--- config.mk ---
export PLATFORM = sky130hd
export DESIGN_NAME = instr_fetch_unit
export DESIGN_NICKNAME = d
export VERILOG_FILES = /design/src/rtl/instr_fetch_unit.sv
export SDC_FILE = /design/constraint.sdc
export NUM_CORES = 1
export LEC_CHECK = 0
export CORE_MARGIN = 8
export CORE_UTILIZATION = 49
export CTS_CLUSTER_DIAMETER = 60
export DETAILED_ROUTE_END_ITERATION = 6
export PLACE_DENSITY = 0.74
export SYNTH_ARGS = -nofsm -noshare
export SYNTH_HDL_FRONTEND = slang
export SYNTH_SLANG_ARGS = --single-unit
--- constraint.sdc ---
create_clock -name clk -period 4.1 [get_ports clk]
set_clock_uncertainty 0.1 [all_clocks]
set_input_delay 0.82 -clock clk [delete_from_list [all_inputs] [get_ports clk]]
set_output_delay 0.82 -clock clk [all_outputs]
set_load 0.02 [all_outputs]
--- src/rtl/instr_fetch_unit.sv ---
// Instruction fetch front-end: pipelined Avalon-MM reads into a PC-tagged prefetch FIFO,
// valid/ready delivery to the core, and redirect handling that drops stale responses.
module instr_fetch_unit #(
    parameter logic [31:0] RESET_PC        = 32'h0000_0000,
    parameter int          FIFO_DEPTH      = 4,
    parameter int          MAX_OUTSTANDING = 2
) (
    input  logic        clk,
    input  logic        rst,
    output logic [31:0] avm_address,
    output logic        avm_read,
    input  logic        avm_waitrequest,
    input  logic [31:0] avm_readdata,
    input  logic        avm_readdatavalid,
    output logic        inst_valid,
    input  logic        inst_ready,
    output logic [31:0] inst_data,
    output logic [31:0] inst_pc,
    input  logic        redirect_valid,
    input  logic [31:0] redirect_pc
);

    localparam int OW = $clog2(MAX_OUTSTANDING + 1);
    localparam int CW = $clog2(FIFO_DEPTH + 1);
    localparam int PW = $clog2(FIFO_DEPTH);

    typedef struct packed {
        logic [31:0] pc;
        logic [31:0] data;
    } fetch_entry_t;

    fetch_entry_t   mem [FIFO_DEPTH];
    fetch_entry_t   head;
    logic [PW-1:0]  wr_ptr, rd_ptr;
    logic [CW-1:0]  fifo_count, fifo_count_n;

    logic [31:0]    fetch_pc, fetch_pc_n;
    logic [31:0]    resp_pc, resp_pc_n;
    logic [31:0]    addr_q;
    logic [31:0]    redirect_tgt;
    logic           cmd_q, held_q;
    logic           stalled_stale, stalled_stale_n;
    logic [OW-1:0]  outstanding, outstanding_n;
    logic [OW-1:0]  discard, discard_n;
    logic [OW-1:0]  live_after, disc_after;

    logic           accept, hold, can_issue;
    logic           resp_ok, resp_disc, resp_live;
    logic           acc_live, acc_stale;
    logic           push, pop;

    assign redirect_tgt = redirect_pc & ~32'h3;

    // A command already held on waitrequest must persist; a fresh one is dropped on redirect.
    assign avm_read    = cmd_q & (held_q | ~redirect_valid);
    assign avm_address = addr_q;
    assign accept      = avm_read & ~avm_waitrequest;
    assign hold        = avm_read & avm_waitrequest;

    assign resp_ok   = avm_readdatavalid && (outstanding != '0 || discard != '0);
    assign resp_disc = resp_ok && (discard != '0);
    assign resp_live = resp_ok && (discard == '0);
    assign acc_stale = accept && (stalled_stale || redirect_valid);
    assign acc_live  = accept && !acc_stale;

    assign push       = resp_live && !redirect_valid;
    assign inst_valid = (fifo_count != '0) && !redirect_valid;
    assign pop        = inst_valid && inst_ready;

    assign head      = mem[rd_ptr];
    assign inst_data = head.data;
    assign inst_pc   = head.pc;

    always_comb begin
        live_after = outstanding - OW'(resp_live) + OW'(acc_live);
        disc_after = discard - OW'(resp_disc) + OW'(acc_stale);

        // On redirect every live read becomes a read to discard.
        outstanding_n = redirect_valid ? '0 : live_after;
        discard_n     = redirect_valid ? (disc_after + live_after) : disc_after;

        fifo_count_n    = redirect_valid ? '0 : (fifo_count + CW'(push) - CW'(pop));
        stalled_stale_n = hold && (stalled_stale || redirect_valid);

        fetch_pc_n = fetch_pc;
        if (redirect_valid)
            fetch_pc_n = redirect_tgt;
        else if (acc_live)
            fetch_pc_n = fetch_pc + 32'd4;

        resp_pc_n = resp_pc;
        if (redirect_valid)
            resp_pc_n = redirect_tgt;
        else if (push)
            resp_pc_n = resp_pc + 32'd4;

        // Credit check on next-cycle state: each live read owns a FIFO slot.
        can_issue = (int'(fifo_count_n) + int'(outstanding_n) < FIFO_DEPTH) &&
                    (int'(outstanding_n) + int'(discard_n) < MAX_OUTSTANDING);
    end

    always_ff @(posedge clk or negedge rst) begin
        if (!rst) begin
            fetch_pc      <= RESET_PC;
            resp_pc       <= RESET_PC;
            addr_q        <= RESET_PC;
            cmd_q         <= 1'b0;
            held_q        <= 1'b0;
            stalled_stale <= 1'b0;
            outstanding   <= '0;
            discard       <= '0;
            fifo_count    <= '0;
            wr_ptr        <= '0;
            rd_ptr        <= '0;
        end else begin
            fetch_pc      <= fetch_pc_n;
            resp_pc       <= resp_pc_n;
            held_q        <= hold;
            stalled_stale <= stalled_stale_n;
            outstanding   <= outstanding_n;
            discard       <= discard_n;
            fifo_count    <= fifo_count_n;
            if (!hold) begin
                cmd_q  <= can_issue;
                addr_q <= fetch_pc_n;
            end
            if (redirect_valid) begin
                wr_ptr <= '0;
                rd_ptr <= '0;
            end else begin
                if (push) wr_ptr <= wr_ptr + PW'(1);
                if (pop)  rd_ptr <= rd_ptr + PW'(1);
            end
        end
    end

    always_ff @(posedge clk) begin
        if (push)
            mem[wr_ptr] <= '{pc: resp_pc, data: avm_readdata};
    end

endmodule

# After elaboration in Yosys (flattened, before gate mapping)
# Memory sizes are Yosys's and may differ from the RTL's.
# Index checks and enable logic that the tools add are counted.
# word_totals
rom_bits	0
latch_bits	0
ram_bits	256
input_bits	70
mem_count	1
reg_bits	110
wordCells	66
output_inout_bits	98
# memory_table
name	words	width	read_ports	rd_ports_with_merged_regs	wr	line	text
mem	4	64	1	0	1	32	fetch_entry_t mem [FIFO_DEPTH];
# classes
n_lt_le_gt_ge	2
add_sub_neg	13
n_div	0
shift	0
n_reduce_logical	20
mux	13
n_bitwise	6
n_mul	0
n_eq_ne	0
# ops
op	count
32-bit 2-to-1 mux	4
32-bit by 3-bit adder with 32-bit output (second input constant)	2
2-bit 2-to-1 mux	6
1-bit logical AND	10
2-bit nonzero test	4
2-bit by 1-bit adder with 2-bit output	2
2-bit by 1-bit adder with 2-bit output (second input constant)	2
3-bit by 2-bit adder with 4-bit output	1
4-bit by 3-bit less-than comparator with 1-bit output (second input constant)	1
2-bit by 1-bit subtractor with 2-bit output	2
2-bit by 2-bit adder with 3-bit output	1
3-bit by 1-bit adder with 3-bit output	1
1-bit bitwise AND	3
3-bit by 2-bit less-than comparator with 1-bit output (second input constant)	1
3-bit 2-to-1 mux	1
3-bit nonzero test	1
3-bit by 1-bit subtractor with 3-bit output	1
2-bit adder	1
1-bit logical NOT	2
2-bit logical NOT	1
1-bit logical OR	2
1-bit 2-to-1 mux	2
1-bit NOT	2
1-bit OR	1

# Longest topological paths before layout
# Gate-level depths: netlist of the first run.
# depth
ltp_word	13
depth_mapped	15
ltp_nobuf	14

# Least setup slack after synthesis of the first run
# No wires, ideal clock.
# synth_timing
kind	input to register
startpoint	input redirect_valid
endpoint	register cmd_q
n_path_buf	2
arrival_time_ns	3.818
t_required_ns	3.917
path_stages	15
setup_time_ns	0.083
setup_slack_ns	0.100
path_cell_list	clkbuf_1 -> clkbuf_1 -> nor2_1 -> nand4bb_1 -> ha_1 -> inv_1 -> ha_1 -> ha_1 -> xnor2_1 -> nand2_1 -> xnor2_1 -> fa_1 -> nand2_1 -> a311o_1 -> o21ai_0
# synth_via
elab_chain_len	13
elab_cells_between_ends	26
classes_between	add/sub (7); order compare (2); mux (3); bitwise (5); reduce/logical (9)
# synth_rtl
element	line	text
from (decl)	19	input logic redirect_valid,
1-bit NOT	55	assign avm_read = cmd_q & (held_q | ~redirect_valid);
1-bit OR	55	
1-bit bitwise AND	55	
1-bit bitwise AND	57	assign accept = avm_read & ~avm_waitrequest;
1-bit logical AND	63	assign acc_stale = accept && (stalled_stale || redirect_valid);
1-bit logical NOT	64	assign acc_live = accept && !acc_stale;
1-bit logical AND	64	
2-bit by 1-bit adder with 2-bit output	75	live_after = outstanding - OW'(resp_live) + OW'(acc_live);
2-bit adder	80	discard_n = redirect_valid ? (disc_after + live_after) : disc_after;
2-bit 2-to-1 mux	80	
2-bit by 2-bit adder with 3-bit output	99	(int'(outstanding_n) + int'(discard_n) < MAX_OUTSTANDING);
3-bit by 2-bit less-than comparator with 1-bit output	99	
1-bit logical AND	98	can_issue = (int'(fifo_count_n) + int'(outstanding_n) < FIFO_DEPTH) &&
to (signal assigned)	124	cmd_q <= can_issue;
to (decl)	41	logic cmd_q, held_q;
# Parallel ways exist; a longest one is shown, timed or not.
# A chain may end at the register's enable or synchronous reset.

# Final worst setup path of the first run
# Same ends and word-level chain as after synthesis.

==> impl_metrics.toml, run 1 <==
[die]
io_pins = 168
row_count = 63
die_y_um = 187.9
dieArea_um2 = 35290
core_area_um2 = 29320
initial_core_util_pct = 49.35
die_x_um = 187.9

[synth]
synth_top_family_by_area = "multiplexers"
yosysSeqAreaShare_pct = 70.14
post_synth_num_cell_types = 53
synth_xor_area_share_pct = 3.692
synth-edff-count = 248
synth_mux_area_share_pct = 12.56
synth_top_cell_by_area = "edfxtp_1"
synthSimpleGateAreaFrac_pct = 7.332
synth_compound_area_share_pct = 3.026
ys_warn_count = 0
synth-adder-area-share_pct = 1.487
avgSynthCellArea_um2 = 16.58
yosys-top-cells-area = "edfxtp_1 (51%), dfrtp_1 (19%), mux4_2 (9.6%)"
syn-instance-count = 873
ys.flop_type = "edfxtp_1"
ys_async_sr_fraction_pct = 30.34
ys_seq_elements = 356
synth.top_cell.area_share_pct = 51.46
syn_area_um2 = 14470

[finish]
mostFrequentLayoutCells = "edfxtp_1 (248), clkdlybuf4s50_1 (162), dfrtp_1 (106), mux4_2 (62), nor2_1 (47)"
areaGrowthSynthToFinish_pct = 24.20
post_route_cells_drive_above_1_share_pct = 17.05
layout_commonest_cell = "edfxtp_1"
nets = 1156
fin_util_pct = 61.29
n_antenna_cell = 0

[setup_path]
timing.critical_path.from = "redirect_valid"
crit_slowest_cell = "fa_1"
path_cells = "clkdlybuf4s50_1 > nor4b_4 > inv_4 > ha_1 > inv_1 > ha_1 > xor2_1 > xnor2_1 > xnor2_1 > nand2_1 > xnor2_1 > fa_1 > nand2_1 > a311o_1 > o21ai_0"
r2r_cells = 14
reg2reg_to = "cmd_q"
crit_path_start_kind = "input pin"
crit_required_ns = 4.43
crit_path_frequent_cell = "xnor2_1"
cp.arrival_ns = 4.00
crit_path_end = "cmd_q"
ff2ff_setup_slack_ns = 0.75
slowest_delay_ns = 0.51
path_max_fanout = 4
crit_path_end_kind = "flip-flop"
regToRegStartpoint = "discard[1]"
crit_type = "input pin to flip-flop"

[clock_tree]
path_clk_slew_ns = 0.06
clk_latency_ns = 0.52
cts_resized = 0
ctsHoldBuffers = 0
cts_buffers = 37
clockBufferDepth = 3
cts_tree = "yes"
clkSinkCount = 356
clockRootBuffer = "clkbuf_16"
postCtsSetupBuffers = 0
h-tree-depth = 2

[placed_design]
gp_congestion = 0.8508
portBuffers = 163
dp_hpwl_mm = 19.89

[pwr]
intPower_mw = 7.018
swShare_pct = 26.00
leakage_nw = 6.224
p_sw_mw = 2.466
powerDensity_nw_per_um2 = 527.7
comb_power_share_pct = 21.0
ir_drop_uv = 335.1
p_seq_share_pct = 45.1
clkPwrFrac_pct = 34.0

[global_routing]
grt_antenna_before_repair = 0
grt_pass1_wl_mm = 48.02
grtUsageTotal_pct = 17.03
grt_max_degree = 63
first_global_vias = 8541
grt_overflow_total = 0

[flow_run]
maxCapViolCount = 0

[sta]
tightest_slew_ns = 0.7743
fin_crit_sh_pct = 89.45
layout_min_cycle_time_ns = 3.667
slew_headroom_pct = 48.38
grt_setup_unrepaired = "false"
max_freq_mhz = 272.7
whs_ns = 0.2637
slew_viol_final = 0
setup_violations = 0
hold_viol = 0

[routing]
wire_per_inst_um = 20.13
drt-initial-drc-count = 534
ant_nets = 0
drt_wl_total_mm = 29.93
drt-vias-per-instance = 5.473
firstDrtPassIters = 5
drc_errors = 0
vias = 8138

[outcome]
outcome = "finished, final reports clean"

[min_path]
hp-class = "input pin to asynchronous set/reset pin"
[kinds of logic after synthesis]
logic type | after synthesis
buffers and inverters | 64
adders and majority gates | 16
AOI/OAI and AO/OA | 70
and+or+nand+nor | 204
DFF | 356
other | 1
muxes | 101
xor gates and xnor gates | 61
[synthesized netlist by cell type (4+ instances only)]
master	count
mux2i_1	14
o21ai_0	8
ha_1	14
or3_1	4
xor2_1	23
a21oi_1	33
edfxtp_1	248
nor2_1	47
clkbuf_1	20
nand4_1	18
and3_1	8
o31ai_1	4
nor4_1	17
nor3_1	18
or2_2	4
a21boi_0	5
mux2_2	25
nor2b_1	5
nand2b_1	5
and2_1	7
dfrtp_1	108
mux4_2	62
inv_1	24
nand2_1	39
xnor2_1	38
nand3_1	20
buf_1	14
[critical path, delay by kind of cell]
| family | cells | cell delay, ns |
|---|---|---|
| buf+inv | 3 | 0.58 |
| xor+xnor | 4 | 0.65 |
| fa+ha+maj | 3 | 0.95 |
| simple gates | 3 | 0.53 |
| compound gates | 2 | 0.45 |
[power groups by stage]
stage / logic, mW / registers, mW / clock network (mW)
2_1_floorplan: 1.14 / 4.34 / 0
3_3_place_gp: 2.00 / 4.34 / 0
3_5_place_dp: 2.01 / 4.35 / 0
4_1_cts: 2.02 / 4.28 / 3.30
5_1_grt: 2.15 / 4.31 / 3.44
6_report: 1.99 / 4.27 / 3.22
[how the worst min path moves through the flow]
stage / cells after the start / start / end
2_1_floorplan: 1 / fetch_pc[0] / fetch_pc[0]
6_report: 1 / rst / fetch_pc[1]
5_1_grt: 1 / rst / fetch_pc[1]
3_5_place_dp: 2 / avm_address[2] / avm_address[2]
3_3_place_gp: 2 / avm_address[2] / avm_address[2]
4_1_cts: 1 / rst / fetch_pc[1]
[layer usage]
| metal | global-route usage (%) | share of wire, % |
|---|---|---|
| met1 | 24.19 | 47 |
| met2 | 26.14 | 45 |
| met3 | 4.198 | 6.3 |
| met4 | 4.303 | 2.0 |
| met5 | 0 | 0 |
[through the flow]
step	TNS [ns]	instance area [um^2]	total power [mW]	instances	setup WS [ns]
after floorplan	0	14480	5.474	874	0.09971
after global placement	-0.05536	16800	6.335	1421	-0.05536
after detailed placement	-0.1119	16800	6.359	1421	-0.1119
after CTS	0	17970	9.599	1487	0.4424
after global routing	0	17970	9.897	1487	0.2204
final	0	17970	9.484	1487	0.4326
[flip-flops by register name (all words and copies together), names as in the netlist]
name and count:
mem 248, held_q 1, wr_ptr 2, stalled_stale 1
rd_ptr 2, outstanding 2, discard 2, cmd_q 1
avm_address 32, resp_pc 30, fifo_count 3, fetch_pc 32
[cell type report]
type                            count  area (um^2)
Tap cell                          390        488.0
Inverter                           27        103.9
Clock buffer                       46         1002
Multi-Input combinational cell    454         4079
Fill cell                        2159        11350
Clock inverter                     20        171.4
Sequential cell                   356        10150
Timing Repair Buffer              194         1974
No activity file was read; power rests on OpenSTA's default activity.
==> run 2, diff against run 1 <==
--- a/constraint.sdc
+++ b/constraint.sdc
@@ -4,2 +4,2 @@
 set_output_delay 0.82 -clock clk [all_outputs]
-set_load 0.02 [all_outputs]
+set_load 0.1 [all_outputs]
==> run 2 against run 1 <==
Effect of this change: non-clock buffer count shrank 2; sequential cell count is the same; first-iteration DRC count grew 6.4%; final area shrank 0.99%; die area is the same; cell count is essentially flat; total power grew 14%; sequential share of layout area grew 0.56 points; count of clock-buffer cells in the layout grew 6; largest cell class unchanged.
==> impl_metrics.toml, run 2 (synthesis gave the netlist of run 1 again) <==
[outcome]
outcome = "finished, final reports clean"

[clock_tree]
ctsHoldBuffers = 0
h-tree-depth = 2
clockRootBuffer = "clkbuf_16"
cts_tree = "yes"
postCtsSetupBuffers = 0
cts_buffers = 38
clockBufferDepth = 3
clkSinkCount = 356
cts_resized = 0
clk_latency_ns = 0.51
path_clk_slew_ns = 0.06

[die]
core_area_um2 = 29320
initial_core_util_pct = 49.35
die_y_um = 187.9
dieArea_um2 = 35290
io_pins = 168
row_count = 63
die_x_um = 187.9

[placed_design]
gp_congestion = 0.8452
place_area_um2 = 16620
place_ws_ns = -0.1206
portBuffers = 163
place_inst = 1419
dp_hpwl_mm = 19.87

[setup_path]
path_buf_inv = 3
crit_path_start_kind = "input pin"
critPathTopFamily = "adder cells"
path_max_fanout = 4
crit_path_end_kind = "flip-flop"
cp.arrival_ns = 4.03
regToRegStartpoint = "discard[1]"
r2r_cells = 14
crit_slowest_cell = "fa_1"
crit_required_ns = 4.43
crit_path_frequent_cell = "xnor2_1"
reg2reg_to = "cmd_q"
crit_type = "input pin to flip-flop"
path_cells = "clkdlybuf4s50_1 > nor4b_4 > inv_4 > ha_1 > inv_1 > ha_1 > xor2_1 > xnor2_1 > xnor2_1 > nand2_1 > xnor2_1 > fa_1 > nand2_1 > a311o_1 > o21ai_0"
ff2ff_setup_slack_ns = 0.71
slowest_delay_ns = 0.51

[sta]
layout_min_cycle_time_ns = 3.705
slew_viol_final = 0
layout_setup_ws_ns = 0.3946
hold_viol = 0
tightest_slew_ns = 1.005
fin_crit_sh_pct = 90.38
whs_ns = 0.2809
grt_setup_unrepaired = "false"
max_freq_mhz = 269.9
setup_violations = 0
slew_headroom_pct = 32.80
finalSetupTns_ns = 0

[finish]
largest_reg_flops = 248
seqCellArea_um2 = 10150
regMostFlops = "mem"
fillers = 2208
areaGrowthSynthToFinish_pct = 22.97
fin_cells = 1486
post_route_cells_drive_above_1_share_pct = 22.63
mostFrequentLayoutCells = "edfxtp_1 (248), dfrtp_1 (106), clkdlybuf4s50_1 (98), buf_4 (85), mux4_2 (62)"
layout_commonest_cell = "edfxtp_1"
n_antenna_cell = 0
multiInputGateArea_um2 = 4079
fin_util_pct = 60.69
fin_area_um2 = 17800
nets = 1155

[global_routing]
first_global_vias = 8623
grtUsageTotal_pct = 17.24
grt_max_degree = 64
grt_pass1_wl_mm = 48.70
grt_overflow_total = 0
grt_antenna_before_repair = 0

[min_path]
hp-class = "input pin to asynchronous set/reset pin"

[routing]
wl_met2_mm = 14.10
drc_errors = 0
ant_nets = 0
vias = 8225
dr_wl_met3_mm = 1.961
drt-met1-wl_mm = 13.97
drt_wl_total_mm = 30.57
wire_per_inst_um = 20.57
top_layer_used = "met4"
drt-vias-per-instance = 5.535
drt-initial-drc-count = 568
firstDrtPassIters = 6

[pwr]
ir_drop_uv = 518.5
powerDensity_nw_per_um2 = 605.9
total_power_mw = 10.78
leakage_nw = 6.261

[flow_run]
maxCapViolCount = 0
==> run 2: cell types whose count changed in the layout (fill, tap and decap cells not counted) <==
cell | before | now
buf_4 | 23 | 85
bufinv_16 | 3 | 2
clkbuf_1 | 7 | 11
clkbuf_8 | 0 | 2
clkdlybuf4s50_1 | 162 | 98
clkinv_1 | 10 | 8
clkinv_2 | 6 | 3
clkinvlp_4 | 0 | 1
==> run 2: worst max path at each step <==
| stage | start | to | cells after the start |
|---|---|---|---|
| floorplan | redirect_valid | cmd_q | 15 |
| global placement | redirect_valid | cmd_q | 15 |
| detailed placement | redirect_valid | cmd_q | 15 |
| CTS | redirect_valid | cmd_q | 15 |
| global route | redirect_valid | cmd_q | 15 |
| finish | redirect_valid | cmd_q | 15 |
==> run 2: routing by layer <==
layer / track usage [%] / up-vias
li1: - / 3745
met1: 24.48 / 4165
met2: 26.77 / 270
met3: 4.086 / 45
met4: 4.000 / 0
met5: 0 / -
==> run 2: worst reg2reg max path: stages (launching register included) <==
cell     delay [ns]
dfrtp_1        0.39
or2_2          0.37
nor2_1         0.21
ha_1           0.26
inv_1          0.06
ha_1           0.14
xor2_1         0.18
xnor2_1        0.19
xnor2_1        0.15
nand2_1        0.10
xnor2_1        0.16
fa_1           0.51
nand2_1        0.05
a311o_1        0.30
o21ai_0        0.14
==> run 2: layout make-up <==
type	count	share of cell area, %
clock buffers	52	5.871
inverters	27	0.5836
clock inverters	15	0.7101
repair buffers	192	10.11
well taps	390	2.742
flip-flops and latches	356	57.06
multi-input cells	454	22.92
==> run 2: report_power, final <==
| group | total [mW] | switching (mW) | internal [mW] |
|---|---|---|---|
| sequential | 4.27 | 0.207 | 4.06 |
| combinational | 3.31 | 2.33 | 0.976 |
| clock | 3.20 | 1.30 | 1.91 |
